[src/rtl/imem_loader_pkg.sv]
// Shared types and constants for the instruction-memory nibble loader.
// Word layout: opcode[15:12], rd[11:8], rs[7:4], rt/imm[3:0].
package imem_loader_pkg;

  localparam int ADDR_W           = 8;
  localparam int DATA_W           = 16;
  localparam int NIB_W            = 4;
  localparam int NIBBLES_PER_WORD = 4;
  localparam int DEPTH            = 256;
  localparam int CNT_W            = $clog2(NIBBLES_PER_WORD);

  typedef enum logic [1:0] {
    ST_IDLE    = 2'd0,
    ST_COLLECT = 2'd1,
    ST_WRITE   = 2'd2,
    ST_DONE    = 2'd3
  } state_e;

endpackage

[src/rtl/imem_loader_if.sv]
// Nibble-stream handshake plus program-memory write bus of the loader.
// master = nibble source / memory side, slave = the loader.
interface imem_loader_if #(
  parameter int ADDR_W = 8,
  parameter int DATA_W = 16
);

  logic                             nib_valid;
  logic [imem_loader_pkg::NIB_W-1:0] nib_data;
  logic                             nib_ready;
  logic                             wr_en;
  logic [ADDR_W-1:0]                wr_addr;
  logic [DATA_W-1:0]                wr_data;

  modport master (
    output nib_valid, nib_data,
    input  nib_ready, wr_en, wr_addr, wr_data
  );

  modport slave (
    input  nib_valid, nib_data,
    output nib_ready, wr_en, wr_addr, wr_data
  );

endinterface

[src/rtl/imem_loader_word_assembler.sv]
// Shifts nibbles MSB-first into an instruction word and counts nibbles
// received; the shift register itself is the loader's write-data register.
module word_assembler
  import imem_loader_pkg::*;
#(
  parameter int WORD_W = 16
) (
  input  logic              clk,
  input  logic              rst_n,
  input  logic              clear,
  input  logic              shift,
  input  logic [NIB_W-1:0]  nib,
  output logic [WORD_W-1:0] word,
  output logic [CNT_W-1:0]  count,
  output logic              last
);

  logic [WORD_W-1:0] word_r;
  logic [CNT_W-1:0]  cnt_r;
  logic              last_s;

  assign last_s = (cnt_r == CNT_W'(NIBBLES_PER_WORD - 1));

  // Shift register and nibble counter; counter wraps to 0 after the last nibble
  always_ff @(posedge clk or negedge rst_n) begin
    if (!rst_n) begin
      word_r <= '0;
      cnt_r  <= '0;
    end else if (clear) begin
      word_r <= '0;
      cnt_r  <= '0;
    end else if (shift) begin
      word_r <= {word_r[WORD_W-NIB_W-1:0], nib};
      cnt_r  <= last_s ? '0 : cnt_r + CNT_W'(1);
    end else begin
      word_r <= word_r;
      cnt_r  <= cnt_r;
    end
  end

  assign word  = word_r;
  assign count = cnt_r;
  assign last  = last_s;

endmodule

[src/rtl/imem_loader.sv]
// Loads a CPU program memory from a 4-bit nibble stream: assembles 16-bit
// words, writes them to consecutive addresses and holds the CPU meanwhile.
module imem_loader #(
  parameter int ADDR_W = imem_loader_pkg::ADDR_W,
  parameter int DATA_W = imem_loader_pkg::DATA_W
) (
  input  logic              clk,
  input  logic              rst_n,
  input  logic              start,
  input  logic              finish,
  imem_loader_if.slave      bus,
  output logic              cpu_hold,
  output logic [ADDR_W:0]   word_count,
  output logic              full,
  output logic              err,
  output logic              done
);

  import imem_loader_pkg::*;

  localparam logic [1:0] IDLE    = ST_IDLE;
  localparam logic [1:0] COLLECT = ST_COLLECT;
  localparam logic [1:0] WRITE   = ST_WRITE;
  localparam logic [1:0] DONE    = ST_DONE;

  localparam logic [ADDR_W-1:0] ADDR_LAST = {ADDR_W{1'b1}};

  logic [1:0]        state_r, state_next_s;
  logic [ADDR_W-1:0] addr_r;
  logic [ADDR_W:0]   wc_r;
  logic              full_r, err_r;
  logic              nib_ready_r, wr_en_r, cpu_hold_r, done_r;
  logic              xfer_s, clear_s;
  logic [DATA_W-1:0] word_s;
  logic [CNT_W-1:0]  nib_cnt_s;
  logic              last_nib_s;

  word_assembler #(.WORD_W(DATA_W)) u_asm (
    .clk   (clk),
    .rst_n (rst_n),
    .clear (clear_s),
    .shift (xfer_s),
    .nib   (bus.nib_data),
    .word  (word_s),
    .count (nib_cnt_s),
    .last  (last_nib_s)
  );

  // Next-state logic; finish beats a simultaneous nibble, which is dropped
  always_comb begin
    state_next_s = state_r;
    clear_s      = 1'b0;
    xfer_s       = 1'b0;
    case (state_r)
      IDLE: begin
        if (start) begin
          state_next_s = COLLECT;
          clear_s      = 1'b1;
        end else begin
          state_next_s = IDLE;
        end
      end
      COLLECT: begin
        if (finish) begin
          state_next_s = DONE;
          clear_s      = 1'b1;
        end else if (bus.nib_valid) begin
          xfer_s       = 1'b1;
          state_next_s = last_nib_s ? WRITE : COLLECT;
        end else begin
          state_next_s = COLLECT;
        end
      end
      WRITE: begin
        if ((addr_r == ADDR_LAST) || finish) begin
          state_next_s = DONE;
        end else begin
          state_next_s = COLLECT;
        end
      end
      DONE: begin
        state_next_s = IDLE;
      end
      default: begin
        state_next_s = IDLE;
      end
    endcase
  end

  // State, session counters/flags, and output strobes registered from next state
  always_ff @(posedge clk or negedge rst_n) begin
    if (!rst_n) begin
      state_r     <= IDLE;
      addr_r      <= '0;
      wc_r        <= '0;
      full_r      <= 1'b0;
      err_r       <= 1'b0;
      nib_ready_r <= 1'b0;
      wr_en_r     <= 1'b0;
      cpu_hold_r  <= 1'b0;
      done_r      <= 1'b0;
    end else begin
      state_r     <= state_next_s;
      nib_ready_r <= (state_next_s == COLLECT);
      wr_en_r     <= (state_next_s == WRITE);
      cpu_hold_r  <= (state_next_s == COLLECT) || (state_next_s == WRITE);
      done_r      <= (state_next_s == DONE);
      case (state_r)
        IDLE: begin
          if (start) begin
            addr_r <= '0;
            wc_r   <= '0;
            full_r <= 1'b0;
            err_r  <= 1'b0;
          end
        end
        COLLECT: begin
          if (finish) begin
            err_r <= (nib_cnt_s != '0);
          end
        end
        WRITE: begin
          wc_r <= wc_r + (ADDR_W+1)'(1);
          // The top address saturates rather than wrapping onto word 0
          if (addr_r == ADDR_LAST) begin
            full_r <= 1'b1;
          end else begin
            addr_r <= addr_r + ADDR_W'(1);
          end
        end
        default: begin
          addr_r <= addr_r;
        end
      endcase
    end
  end

  assign bus.nib_ready = nib_ready_r;
  assign bus.wr_en     = wr_en_r;
  assign bus.wr_addr   = addr_r;
  assign bus.wr_data   = word_s;
  assign cpu_hold      = cpu_hold_r;
  assign word_count    = wc_r;
  assign full          = full_r;
  assign err           = err_r;
  assign done          = done_r;

endmodule
[src/flat_wrapper.sv]
// flat-port wrapper written by rule: the top's interface ports become plain ports
module imem_loader_flat import imem_loader_pkg::*;
#(
  parameter int ADDR_W = imem_loader_pkg::ADDR_W,
  parameter int DATA_W = imem_loader_pkg::DATA_W
)
  (clk, rst_n, start, finish, cpu_hold, word_count, full, err, done, bus_nib_valid, bus_nib_data, bus_nib_ready, bus_wr_en, bus_wr_addr, bus_wr_data);
  imem_loader_if #(.ADDR_W(ADDR_W), .DATA_W(DATA_W)) bus_i ();
  input  logic clk;
  input  logic rst_n;
  input  logic start;
  input  logic finish;
  output logic cpu_hold;
  output logic [ADDR_W:0] word_count;
  output logic full;
  output logic err;
  output logic done;
  input wire logic [$bits(bus_i.nib_valid)-1:0] bus_nib_valid;
  input wire logic [$bits(bus_i.nib_data)-1:0] bus_nib_data;
  output wire logic [$bits(bus_i.nib_ready)-1:0] bus_nib_ready;
  output wire logic [$bits(bus_i.wr_en)-1:0] bus_wr_en;
  output wire logic [$bits(bus_i.wr_addr)-1:0] bus_wr_addr;
  output wire logic [$bits(bus_i.wr_data)-1:0] bus_wr_data;
  assign bus_i.nib_valid = bus_nib_valid;
  assign bus_i.nib_data = bus_nib_data;
  assign bus_nib_ready = bus_i.nib_ready;
  assign bus_wr_en = bus_i.wr_en;
  assign bus_wr_addr = bus_i.wr_addr;
  assign bus_wr_data = bus_i.wr_data;
  imem_loader #(.ADDR_W(ADDR_W), .DATA_W(DATA_W)) u_core (.clk(clk), .rst_n(rst_n), .start(start), .finish(finish), .bus(bus_i), .cpu_hold(cpu_hold), .word_count(word_count), .full(full), .err(err), .done(done));
endmodule
[config.mk]
export PLATFORM = sky130hd
export DESIGN_NAME = imem_loader_flat
export DESIGN_NICKNAME = d
export VERILOG_FILES = /design/src/rtl/imem_loader_pkg.sv /design/src/rtl/imem_loader_if.sv /design/src/rtl/imem_loader_word_assembler.sv /design/src/rtl/imem_loader.sv /design/src/flat_wrapper.sv
export SDC_FILE = /design/constraint.sdc
export NUM_CORES = 1
export LEC_CHECK = 0
export BUFFER_PORTS_ARGS = -buffer_cell sky130_fd_sc_hd__buf_2
export CAP_MARGIN = 15
export CELL_PAD_IN_SITES_DETAIL_PLACEMENT = 1
export CELL_PAD_IN_SITES_GLOBAL_PLACEMENT = 1
export CORE_MARGIN = 1.5
export CORE_UTILIZATION = 41
export DETAILED_ROUTE_END_ITERATION = 12
export PLACE_DENSITY = 0.88
export SETUP_SLACK_MARGIN = 0.3
export SLEW_MARGIN = 0
export SYNTH_ARGS = -nofsm -noshare
export SYNTH_HDL_FRONTEND = slang
export SYNTH_SLANG_ARGS = --single-unit
[constraint.sdc]
create_clock -name clk -period 1.8 [get_ports clk]
set_input_delay 0.18 -clock clk [delete_from_list [all_inputs] [get_ports clk]]
set_output_delay 0.18 -clock clk [all_outputs]
set_load 0.05 [all_outputs]
==> qor.yml, run 1 <==
synthDistinctLibCells: 45
cp_slowest_stage_delay_ns: 0.40
path_cells: "ha_4 -> nand4_1 -> nor3_2 -> o32ai_2 -> ha_1 -> inv_1"
die_w_um: 72.2
r2r-start: "u_core.bus.wr_addr[0]"
r2r_cells: 6
syn_inst: 164
clk_path_buf_depth: 2
antenna_found_initial: 0
drt-total-wl_um: 5340
grt_max_degree: 25
grt-ovfl-total: 0
gp_congestion: 0.766
wire_per_inst_um: 19.1
area_growth_pct: 29.5
avgSynthCellArea_um2: 12.0
seq_area_frac_synth_pct: 54.9
timing.final.crit_share_pct: 86.7
path_delay_family: "adder cells"
crit_buf_inv: 1
min_period_ns: 1.56
fin_skew_ns: 0.00533
via_count: 1647
io_pins: 48
hold_path.class: "input port to flip-flop"
grt_use_total_pct: 21.5
cellPowerDensity_nw_per_um2: 1370
reg2reg_slack_ns: 0.24
postRouteAntennaNets: 0
clockRootBuffer: "clkbuf_8"
coreArea_um2: 4470
drt-vias-per-instance: 5.88
rr_endpoint: "u_core.cpu_hold"
dp_hpwl_um: 3450
grt_pass1_wl_um: 8470
place_inst: 258
finalSetupTns_ns: 0
worst_slew_pin_slew_ns: 0.489
synth_warnings: 0
finalSetupViolCount: 0
endpoint: "u_core.cpu_hold"
critical_path_class: "flip-flop to flip-flop"
die_y_um: 72.2
path_depth: 6
drcViolationCount: 0
cts_tree: "done"
portBuffers: 47
cp_data_arrival_time_ns: 1.76
diodes: 0
synth_nets: 180
finalHoldViolCount: 0
synth_edf_count: 0
drive_gt1_share_pct: 43.9
maxCapViolCount: 0
p_leak_nw: 1.27
hp-start: "bus_nib_data[1]"
cp_max_fo: 4
power.total_mw: 3.47
finalNonFillerCells: 280
netlist_area_um2: 1960
place_ws_ns: 0.113
rsz0062_at_grt: "yes"
first_pass_iters: 4
start_util_pct: 43.8
startpoint_type: "flip-flop"
slew_viol_final: 0
synthArstFlopShare_pct: 100
clkTransAtPathRegs_ns: 0.08
cts_sinks: 43
crit_path_end_kind: "flip-flop"
required_ns: 2.00
die-area_um2: 5210
status: "finished, final reports clean"
ys.flop_type: "dfrtp_1"
slowest_stage: "dfrtp_2"
fin_ws_ns: 0.240
drtIter0Drc: 88
slew_headroom_pct: 67.4
startpoint: "u_core.bus.wr_addr[0]"
cts_inserted_buffers: 5
final_nets: 243
fp-row-count: 24
synth-seq-cells: 43
timing.fmax_ghz: 0.641
fillers: 476
htreeDepth: 2
grt_pass1_vias: 1656
clock_latency_ns: 0.30
vdd_drop_max_uv: 551
==> report_power, final <==
group          total [mW]  switching [mW]  internal, mW
Combinational        1.52            1.02         0.500
Clock               0.610           0.344         0.266
Sequential           1.34           0.196          1.15
Total                3.47            1.56          1.91
==> Yosys cell counts (3+ instances only) <==
cell type  number  area, um2
a21oi_1         3       15.0
a22o_1         20        175
a31oi_1         5       31.3
and3_1          5       31.3
buf_2           5       25.0
buf_6           3       33.8
dfrtp_1        43       1080
ha_1            7       87.6
inv_1           6       22.5
nand2_1         7       26.3
nand3_1         4       20.0
nand3b_1        3       22.5
nand4_1         3       18.8
nor2_1          3       11.3
o21ai_0         4       20.0
o311ai_1        3       26.3
o41ai_1         3       26.3
==> worst min path at each step <==
stage                                 to  slack [ns]  depth (start not counted)
floorplan           u_core.bus.nib_ready       -0.12                          0
global placement    u_core.word_count[2]        0.17                          1
detailed placement  u_core.word_count[2]        0.18                          1
CTS                 u_core.u_asm.word[1]        0.08                          2
global route        u_core.u_asm.word[1]        0.07                          2
finish              u_core.u_asm.word[1]        0.09                          2
==> what timing repair did <==
| action | CTS | global route |
|---|---|---|
| hold endpoints to repair | 19 | 0 |
| setup endpoints to repair | 23 | 26 |
| pin swaps | 5 | 10 |
| gates resized for setup | 11 | 6 |
| buffers inserted | 5 | 8 |
| hold buffers | 1 | 0 |
==> sequential cells by signal (all words and copies together) (netlist names) <==
name / flops
u_core.done: 1
u_core.u_asm.word: 16
u_core.bus.wr_en: 1
u_core.cpu_hold: 1
u_core.full: 1
u_core.err: 1
u_core.u_asm.count: 2
u_core.word_count: 9
u_core.bus.nib_ready: 1
u_core.bus.wr_addr: 8
u_core.state_r: 2
==> per-stage QoR <==
stage | hold WS (ns) | utilization [%] | instance area [um2]
6_report | 0.0865 | 56.7 | 2540
3_3_place_gp | 0.170 | 50.9 | 2280
5_1_grt | 0.0730 | 56.7 | 2540
4_1_cts | 0.0836 | 54.6 | 2440
3_5_place_dp | 0.175 | 50.9 | 2280
2_1_floorplan | -0.116 | - | 2000
==> cells by family (layout without fill, tap and decap cells) <==
kind of cell               after synthesis  after routing  synth area share [%]
AOI/OAI and AO/OA                       57             57                  23.0
and+or+nand+nor                         38             38                  11.2
buffers and inverters                   15             79                  4.34
DFF                                     43             43                  54.9
xor gates and xnor gates                 1              1                 0.447
muxes                                    3              3                  1.60
adders and majority gates                7              7                  4.47
==> placed cells by master, fill, tap and decap left out, types with 2 or more instances in the layout <==
cell	netlist	layout
o311ai_1	3	2
nand4_1	3	3
ha_2	0	3
o41ai_1	3	3
buf_2	5	47
buf_4	0	16
a22o_1	20	20
nand2_1	7	7
a41oi_1	2	2
a211o_1	2	2
a21o_1	2	2
dfrtp_2	0	10
o21ai_1	2	2
nor2b_1	2	2
mux2i_1	2	2
dfrtp_1	43	33
nor3b_1	2	2
nor2_1	3	3
o21ai_0	4	4
nand3b_1	3	3
clkinv_2	0	3
nand3_1	4	3
inv_1	6	6
clkbuf_8	0	5
ha_1	7	3
and3_1	5	4
a21oi_1	3	2
a31oi_1	5	4
==> layout make-up <==
class / count / area [um2] / area share, %
clock inverter: 3 / 15.0 / 0.591
timing repair buffer: 65 / 385 / 15.2
tap: 52 / 65.1 / 2.56
inverter: 6 / 22.5 / 0.887
clock buffer: 5 / 68.8 / 2.71
multi-input combinational: 106 / 893 / 35.2
sequential: 43 / 1090 / 42.9
==> per-layer routing <==
metal / routed length [um] / GRT usage, %
met1: 2410 / 27.8
met3: 247 / 6.53
met2: 2610 / 33.4
met5: 0 / 0
met4: 72 / 9.43
Power figures use the tool's default switching activity.
==> run 2: changes to the inputs <==
CORE_ASPECT_RATIO = 1.1   (was not set)
clock period = 2 ns   (was 1.8 ns; I/O delays follow)
==> run 2 against run 1 <==
Via count is 4.6% lower. Critical path depth is 1 lower. Clock skew is 0.0028 ns higher. Combinational power is 24% lower. Largest cell class unchanged. Setup slack better by 0.16 ns. Clock-buffer cell count is 1 higher. Worst hold slack better by 0.035 ns. Sequential cell count stayed put. Sequential share of layout area is 2.9 points higher. Core utilization is 5.8 points lower.
==> qor.yml, run 2 (synthesis gave the netlist of run 1 again) <==
fp-row-count: 26  # was 24
gp_congestion: 0.768  # was 0.766
clk_path_buf_depth: 2  # unchanged
r2r_cells: 5  # was 6
maxCapViolCount: 0  # unchanged
io_pins: 48  # unchanged
startpoint_type: "flip-flop"  # unchanged
fillers: 532  # was 476
die-area_um2: 5210  # about the same
drcViolationCount: 0  # unchanged
clkTransAtPathRegs_ns: 0.08  # about the same
antenna_found_initial: 0  # unchanged
p_leak_nw: 1.21  # was 1.27 nW
coreArea_um2: 4620  # was 4470 um2
first_pass_iters: 4  # unchanged
final_cell_mix: "buf_2 (47), dfrtp_1 (41), a22o_1 (20)"  # was buf_2 (47), dfrtp_1 (33), a22o_1 (20)
grt_pass1_vias: 1561  # was 1,656
rr_endpoint: "u_core.cpu_hold"  # unchanged
path_delay_family: "flip-flops"  # was adder cells
timing.final.crit_share_pct: 79.9  # was 86.7%
cts_inserted_buffers: 5  # unchanged
layout_commonest_cell: "buf_2"  # unchanged
die_w_um: 68.9  # was 72.2 um
drive_gt1_share_pct: 30.7  # was 43.9%
slew_headroom_pct: 54.2  # was 67.4%
cts_sinks: 43  # unchanged
grt-ovfl-total: 0  # unchanged
postRouteAntennaNets: 0  # unchanged
drt-total-wl_um: 4670  # was 5340 um
grt_max_degree: 32  # was 25
fin_skew_ns: 0.00812  # was 0.00533 ns
cp_max_fo: 11  # was 4
r2r-start: "u_core.state_r[1]"  # was u_core.bus.wr_addr[0]
die_y_um: 75.5  # was 72.2 um
diodes: 0  # unchanged
via_count: 1571  # was 1,647
reg2reg_slack_ns: 0.40  # was 0.24 ns
finalSetupTns_ns: 0  # unchanged
wire_per_inst_um: 17.2  # was 19.1 um
vdd_drop_max_uv: 634  # was 551 uV
crit_buf_inv: 2  # was 1
grt_use_total_pct: 19.6  # was 21.5%
hp-start: "bus_nib_data[2]"  # was bus_nib_data[1]
area_growth_pct: 20.1  # was 29.5%
clockRootBuffer: "clkbuf_8"  # unchanged
required_ns: 2.20  # was 2.00 ns
slowest_stage: "dfrtp_1"  # was dfrtp_2
timing.fmax_ghz: 0.626  # was 0.641 GHz
clock_latency_ns: 0.29  # was 0.30 ns
rsz0062_at_grt: "yes"  # unchanged
path_depth: 5  # was 6
slew_viol_final: 0  # unchanged
finalSetupViolCount: 0  # unchanged
critical_path_class: "flip-flop to flip-flop"  # unchanged
fin_util_pct: 51.0  # was 56.7%
crit_path_end_kind: "flip-flop"  # unchanged
cts_tree: "done"  # unchanged
min_period_ns: 1.60  # was 1.56 ns
start_util_pct: 42.4  # was 43.8%
status: "finished, final reports clean"  # unchanged
htreeDepth: 2  # unchanged
portBuffers: 47  # unchanged
drt-vias-per-instance: 5.80  # was 5.88
grt_pass1_wl_um: 7480  # was 8470 um
critPathMostFrequentCell: "inv_1"
finalHoldViolCount: 0  # unchanged
path_cells: "and2b_1 -> a21oi_1 -> inv_1 -> ha_1 -> inv_1"  # was ha_4 -> nand4_1 -> nor3_2 -> o32ai_2 -> ha_1 -> inv_1
final_nets: 231  # was 243
cellPowerDensity_nw_per_um2: 1240  # was 1370 nW/um2
largest_register_ff_count: 16  # unchanged
drtIter0Drc: 49  # was 88
startpoint: "u_core.state_r[1]"  # was u_core.bus.wr_addr[0]
hold_path.class: "input port to flip-flop"  # unchanged
cp_slowest_stage_delay_ns: 0.57  # was 0.40 ns
dp_hpwl_um: 3330  # was 3450 um
whs_path_depth: 2  # unchanged
endpoint: "u_core.cpu_hold"  # unchanged
worst_slew_pin_slew_ns: 0.686  # was 0.489 ns
cp_data_arrival_time_ns: 1.80  # was 1.76 ns
-- run 2: area by class of cell --
class / instances / area [um2] / share of cell area, %
Clock buffer: 6 / 82.6 / 3.51
Clock inverter: 1 / 5.00 / 0.213
Inverter: 6 / 22.5 / 0.956
Multi-Input combinational cell: 106 / 813 / 34.5
Sequential cell: 43 / 1080 / 45.8
Tap cell: 56 / 70.1 / 2.98
Timing Repair Buffer: 53 / 283 / 12.0
-- run 2: worst min-delay path by stage --
stage,end,slack (ns)
CTS,u_core.u_asm.word[3],0.11
global placement,u_core.word_count[8],0.28
finish,u_core.u_asm.word[2],0.12
floorplan,u_core.bus.nib_ready,-0.1
global route,u_core.u_asm.word[0],0.12
detailed placement,u_core.word_count[6],0.29
-- run 2: metrics by stage --
step | total power [mW] | hold slack [ns] | setup slack, ns | cells | instance area (um2)
3_5_place_dp | 2.37 | 0.288 | 0.336 | 262 | 2240
5_1_grt | 3.10 | 0.118 | 0.289 | 271 | 2350
2_1_floorplan | 2.10 | -0.0956 | 0.317 | 164 | 1960
3_3_place_gp | 2.33 | 0.278 | 0.422 | 262 | 2240
6_report | 2.92 | 0.122 | 0.402 | 271 | 2350
4_1_cts | 2.93 | 0.112 | 0.313 | 270 | 2330
-- run 2: repair_timing --
action / 4_1_cts / 5_1_grt
resized for setup: 0 / 3
buffers inserted: 0 / 1
endpoints found under the hold margin: 30 / 0
hold buffers: 1 / 0
endpoints found under the setup margin: 0 / 9
-- run 2: routing by layer --
layer / wire [um] / part of all wire [%] / vias up / GRT usage, %
met3: 212 / 4.5 / 7 / 5.32
met4: 61 / 1.3 / 0 / 7.41
li1: - / - / 734 / -
met5: 0 / 0 / - / 0
met2: 2340 / 50 / 38 / 32.3
met1: 2050 / 44 / 792 / 24.8
-- run 2: power by group --
part           switching, mW  leakage, nW  internal, mW
clock network          0.282       0.0470         0.271
registers              0.187        0.581          1.02
logic                  0.825        0.586         0.326
==> run 3: changes to the inputs <==
ABC_AREA = 1   (was not set)
CORE_UTILIZATION = 40   (was 41)
PLACE_DENSITY = 0.89   (was 0.88)
clock period = 1.6 ns   (was 2 ns; I/O delays follow)
==> run 3 against run 2 <==
The run now ends with design-rule violations left. Setup slack lost 0.16 ns. Cell area up 15%. Non-clock buffer count grew 12. Fmax up 17%. Core utilization is 3.1 points higher. Die area increased by 7.9%. Sequential cell count unchanged. First-iteration DRC count is 2.0% lower. Via count is 12% higher. Synthesized cell count grew 36%. Clock-buffer cell count increased by 1. Largest power group is now combinational logic.
==> qor.yml, run 3 <==
maxCapViolCount: 0  # unchanged
startpoint_type: "flip-flop"  # unchanged
synthSimpleGateAreaFrac_pct: 20.9  # was 11.2%
cellPowerDensity_nw_per_um2: 1720  # was 1240 nW/um2
clkPwrFrac_pct: 17.8  # was 19.0%
fin_ws_ns: 0.239  # was 0.402 ns
slowest_stage: "dfrtp_2"  # was dfrtp_1
final_cell_mix: "buf_2 (47), inv_1 (39), dfrtp_1 (28)"  # was buf_2 (47), dfrtp_1 (41), a22o_1 (20)
min_period_ns: 1.36  # was 1.60 ns
coreArea_um2: 5000  # was 4620 um2
synth_common_cells: "dfrtp_1 (43), inv_1 (41), nand2_1 (31)"  # was dfrtp_1 (43), a22o_1 (20), ha_1 (7), nand2_1 (7), inv_1 (6)
synth_warnings: 0  # unchanged
rsz0062_at_grt: "yes"  # unchanged
grt_pass1_wl_um: 8340  # was 7480 um
internal_power_mw: 2.46  # was 1.62 mW
hold_slack_ns: 0.115  # was 0.122 ns
dp_hpwl_um: 3660  # was 3330 um
synth_area_leaders: "dfrtp_1 (52%), inv_1 (7.4%), nand2_1 (5.6%)"  # was dfrtp_1 (55%), a22o_1 (8.9%), ha_1 (4.5%)
synthMostInstantiatedCell: "dfrtp_1"  # unchanged
timing.fmax_ghz: 0.735  # was 0.626 GHz
finalSetupViolCount: 0  # unchanged
via_count: 1760  # was 1,571
fin_skew_ns: 0.00547  # was 0.00812 ns
ys.flop_type: "dfrtp_1"  # unchanged
gp_congestion: 0.790  # was 0.768
cts_inserted_buffers: 5  # unchanged
antenna_found_initial: 0  # unchanged
largest_register_ff_count: 16  # unchanged
drcViolationCount: 6  # was 0
seq_power_share_pct: 33.7  # was 41.5%
drt-vias-per-instance: 5.03  # was 5.80
clkTransAtPathRegs_ns: 0.08  # about the same
wire_per_inst_um: 15.5  # was 17.2 um
clk_path_buf_depth: 2  # unchanged
required_ns: 1.80  # was 2.20 ns
synth-xor-area-share_pct: 0.423  # was 0.447%
clockRootBuffer: "clkbuf_8"  # unchanged
postRouteAntennaNets: 0  # unchanged
clock_latency_ns: 0.29  # about the same
die_y_um: 78.5  # was 75.5 um
slew_headroom_pct: 59.4  # was 54.2%
synth_top_area_share_pct: 52.0  # was 54.9%
seq_area_frac_synth_pct: 52.0  # was 54.9%
cp_max_fo: 4  # was 11
crit_path_end_kind: "flip-flop"  # unchanged
grt-ovfl-total: 0  # unchanged
synthDistinctLibCells: 27  # was 45
vdd_drop_max_uv: 963  # was 634 uV
swShare_pct: 47.1  # was 44.4%
area_growth_pct: 30.5  # was 20.1%
layout_commonest_cell: "buf_2"  # unchanged
avgSynthCellArea_um2: 9.29  # was 12.0 um2
die_w_um: 71.6  # was 68.9 um
violations: "design-rule violations"
synth_adder_area_share_pct: 4.23  # was 4.47%
grt_use_total_pct: 19.0  # was 19.6%
netlist_area_um2: 2070  # was 1960 um2
diodes: 0  # unchanged
combPwrFrac_pct: 48.5  # was 39.5%
switchingPower_mw: 2.19  # was 1.29 mW
final_nets: 307  # was 231
cts_tree: "done"  # unchanged
cp_data_arrival_time_ns: 1.56  # was 1.80 ns
worst_slew_pin_slew_ns: 0.609  # was 0.686 ns
drtIter0Drc: 48  # was 49
synth_edf_count: 0  # unchanged
synth-seq-cells: 43  # unchanged
cts_sinks: 43  # unchanged
io_pins: 48  # unchanged
reg2reg_slack_ns: 0.24  # was 0.40 ns
drive_gt1_share_pct: 43.8  # was 30.7%
synthArstFlopShare_pct: 100  # unchanged
p_leak_nw: 1.39  # was 1.21 nW
finalSetupTns_ns: 0  # unchanged
syn_inst: 223  # was 164
start_util_pct: 41.4  # was 42.4%
die-area_um2: 5620  # was 5210 um2
yosys.area.top_type: "dfrtp_1"  # unchanged
grt_max_degree: 28  # was 32
critical_path_class: "flip-flop to flip-flop"  # unchanged
drt-total-wl_um: 5420  # was 4670 um
timing.final.crit_share_pct: 85.0  # was 79.9%
grt_pass1_vias: 1806  # was 1,561
htreeDepth: 2  # unchanged
synth_top_family_by_area: "simple AND/OR/NAND/NOR gates"  # was compound AO/OA/AOI/OAI gates
synth_compound_area_share_pct: 12.4  # was 23.0%
synth_nets: 239  # was 180
slew_viol_final: 0  # unchanged
status: "complete, but fails checks"  # was finished, final reports clean
fp-row-count: 27  # was 26
portBuffers: 47  # unchanged
cp_slowest_stage_delay_ns: 0.39  # was 0.57 ns
path_cells: "ha_4 -> nand2_4 -> nor2_4 -> nand3_4 -> nand2_4 -> inv_4 -> ha_4 -> inv_2"  # was and2b_1 -> a21oi_1 -> inv_1 -> ha_1 -> inv_1
place_ws_ns: 0.0593  # was 0.336 ns
synth.mux.area_fraction_pct: 0  # was 1.60%
first_pass_iters: 9  # was 4
hold_path.class: "input port to flip-flop"  # unchanged
finalHoldViolCount: 0  # unchanged
run 3: cell types whose count changed after synthesis, moves of 9 or more:
cell,delta
inv_1,+35
o21ai_0,+11
o22ai_1,+13
a22o_1,-19
nand2_1,+24
nand3_1,+17
nand2_2,+11
nor2_1,+9
run 3: worst max-delay path: cells and delay by family (launching register included):
kind	cells	cell delay [ns]
and+or+nand+nor	4	0.40
adders and majority gates	2	0.41
buffers and inverters	2	0.06
DFF	1	0.39
run 3: final cells by class:
class                      instances  area, um2
sequential                        43       1090
tap                               58       72.6
fill                             613       2300
timing repair buffer              65        377
inverter                          43        171
clock inverter                     1       30.0
clock buffer                       7       76.3
multi-input combinational        133        881
run 3: repair_timing:
item                       CTS  global route
setup endpoints to repair   25            33
pin swaps                    7             4
hold buffers                 1             0
setup buffers                7             5
hold endpoints to repair    25             0
resized for setup           11            10
gates cloned                 0             1
run 3: cell families (layout without fill, tap and decap cells):
group           count (synthesis)  after routing
compound gates                 40             40
xor+xnor                        1              1
simple gates                   84             85
buf+inv                        48            116
flops                          43             43
fa+ha+maj                       7              7
run 3: layer usage:
| metal | global-route usage (%) | vias up | wire length (um) |
|---|---|---|---|
| met1 | 20.9 | 853 | 2130 |
| met5 | 0 | - | 0 |
| met3 | 6.68 | 7 | 320 |
| met4 | 4.15 | 0 | 66 |
| met2 | 34.7 | 45 | 2900 |
| li1 | - | 855 | - |
run 3: worst paths after layout:
path / from / end / cells after the start
worst max-delay path: u_core.bus.wr_addr[0] / u_core.cpu_hold / 8
worst max register to register: u_core.bus.wr_addr[0] / u_core.cpu_hold / 8
worst min register to register: u_core.u_asm.word[13] / u_core.u_asm.word[13] / 2
max in group asynchronous: rst_n / u_core.u_asm.word[6] / 3
min in group asynchronous: rst_n / u_core.bus.wr_addr[1] / 2
worst min-delay path: bus_nib_data[0] / u_core.u_asm.word[0] / 3
run 3: power groups by stage:
| stage | Clock (mW) | Sequential, mW | Combinational, mW |
|---|---|---|---|
| after floorplan | 0 | 2.28 | 0.837 |
| after global placement | 0 | 1.60 | 1.90 |
| after detailed placement | 0 | 1.61 | 1.97 |
| after CTS | 0.857 | 1.57 | 2.13 |
| after global routing | 0.892 | 1.60 | 2.43 |
| final | 0.830 | 1.57 | 2.25 |
run 3: through the flow:
step                util, %  power (mW)  instances  instance area [um2]
finish                 54.1        4.65        350                 2700
global route           54.1        4.92        350                 2700
CTS                    52.7        4.56        344                 2640
detailed placement     48.9        3.58        328                 2440
global placement       48.9        3.50        328                 2440
floorplan                 -        3.12        223                 2140
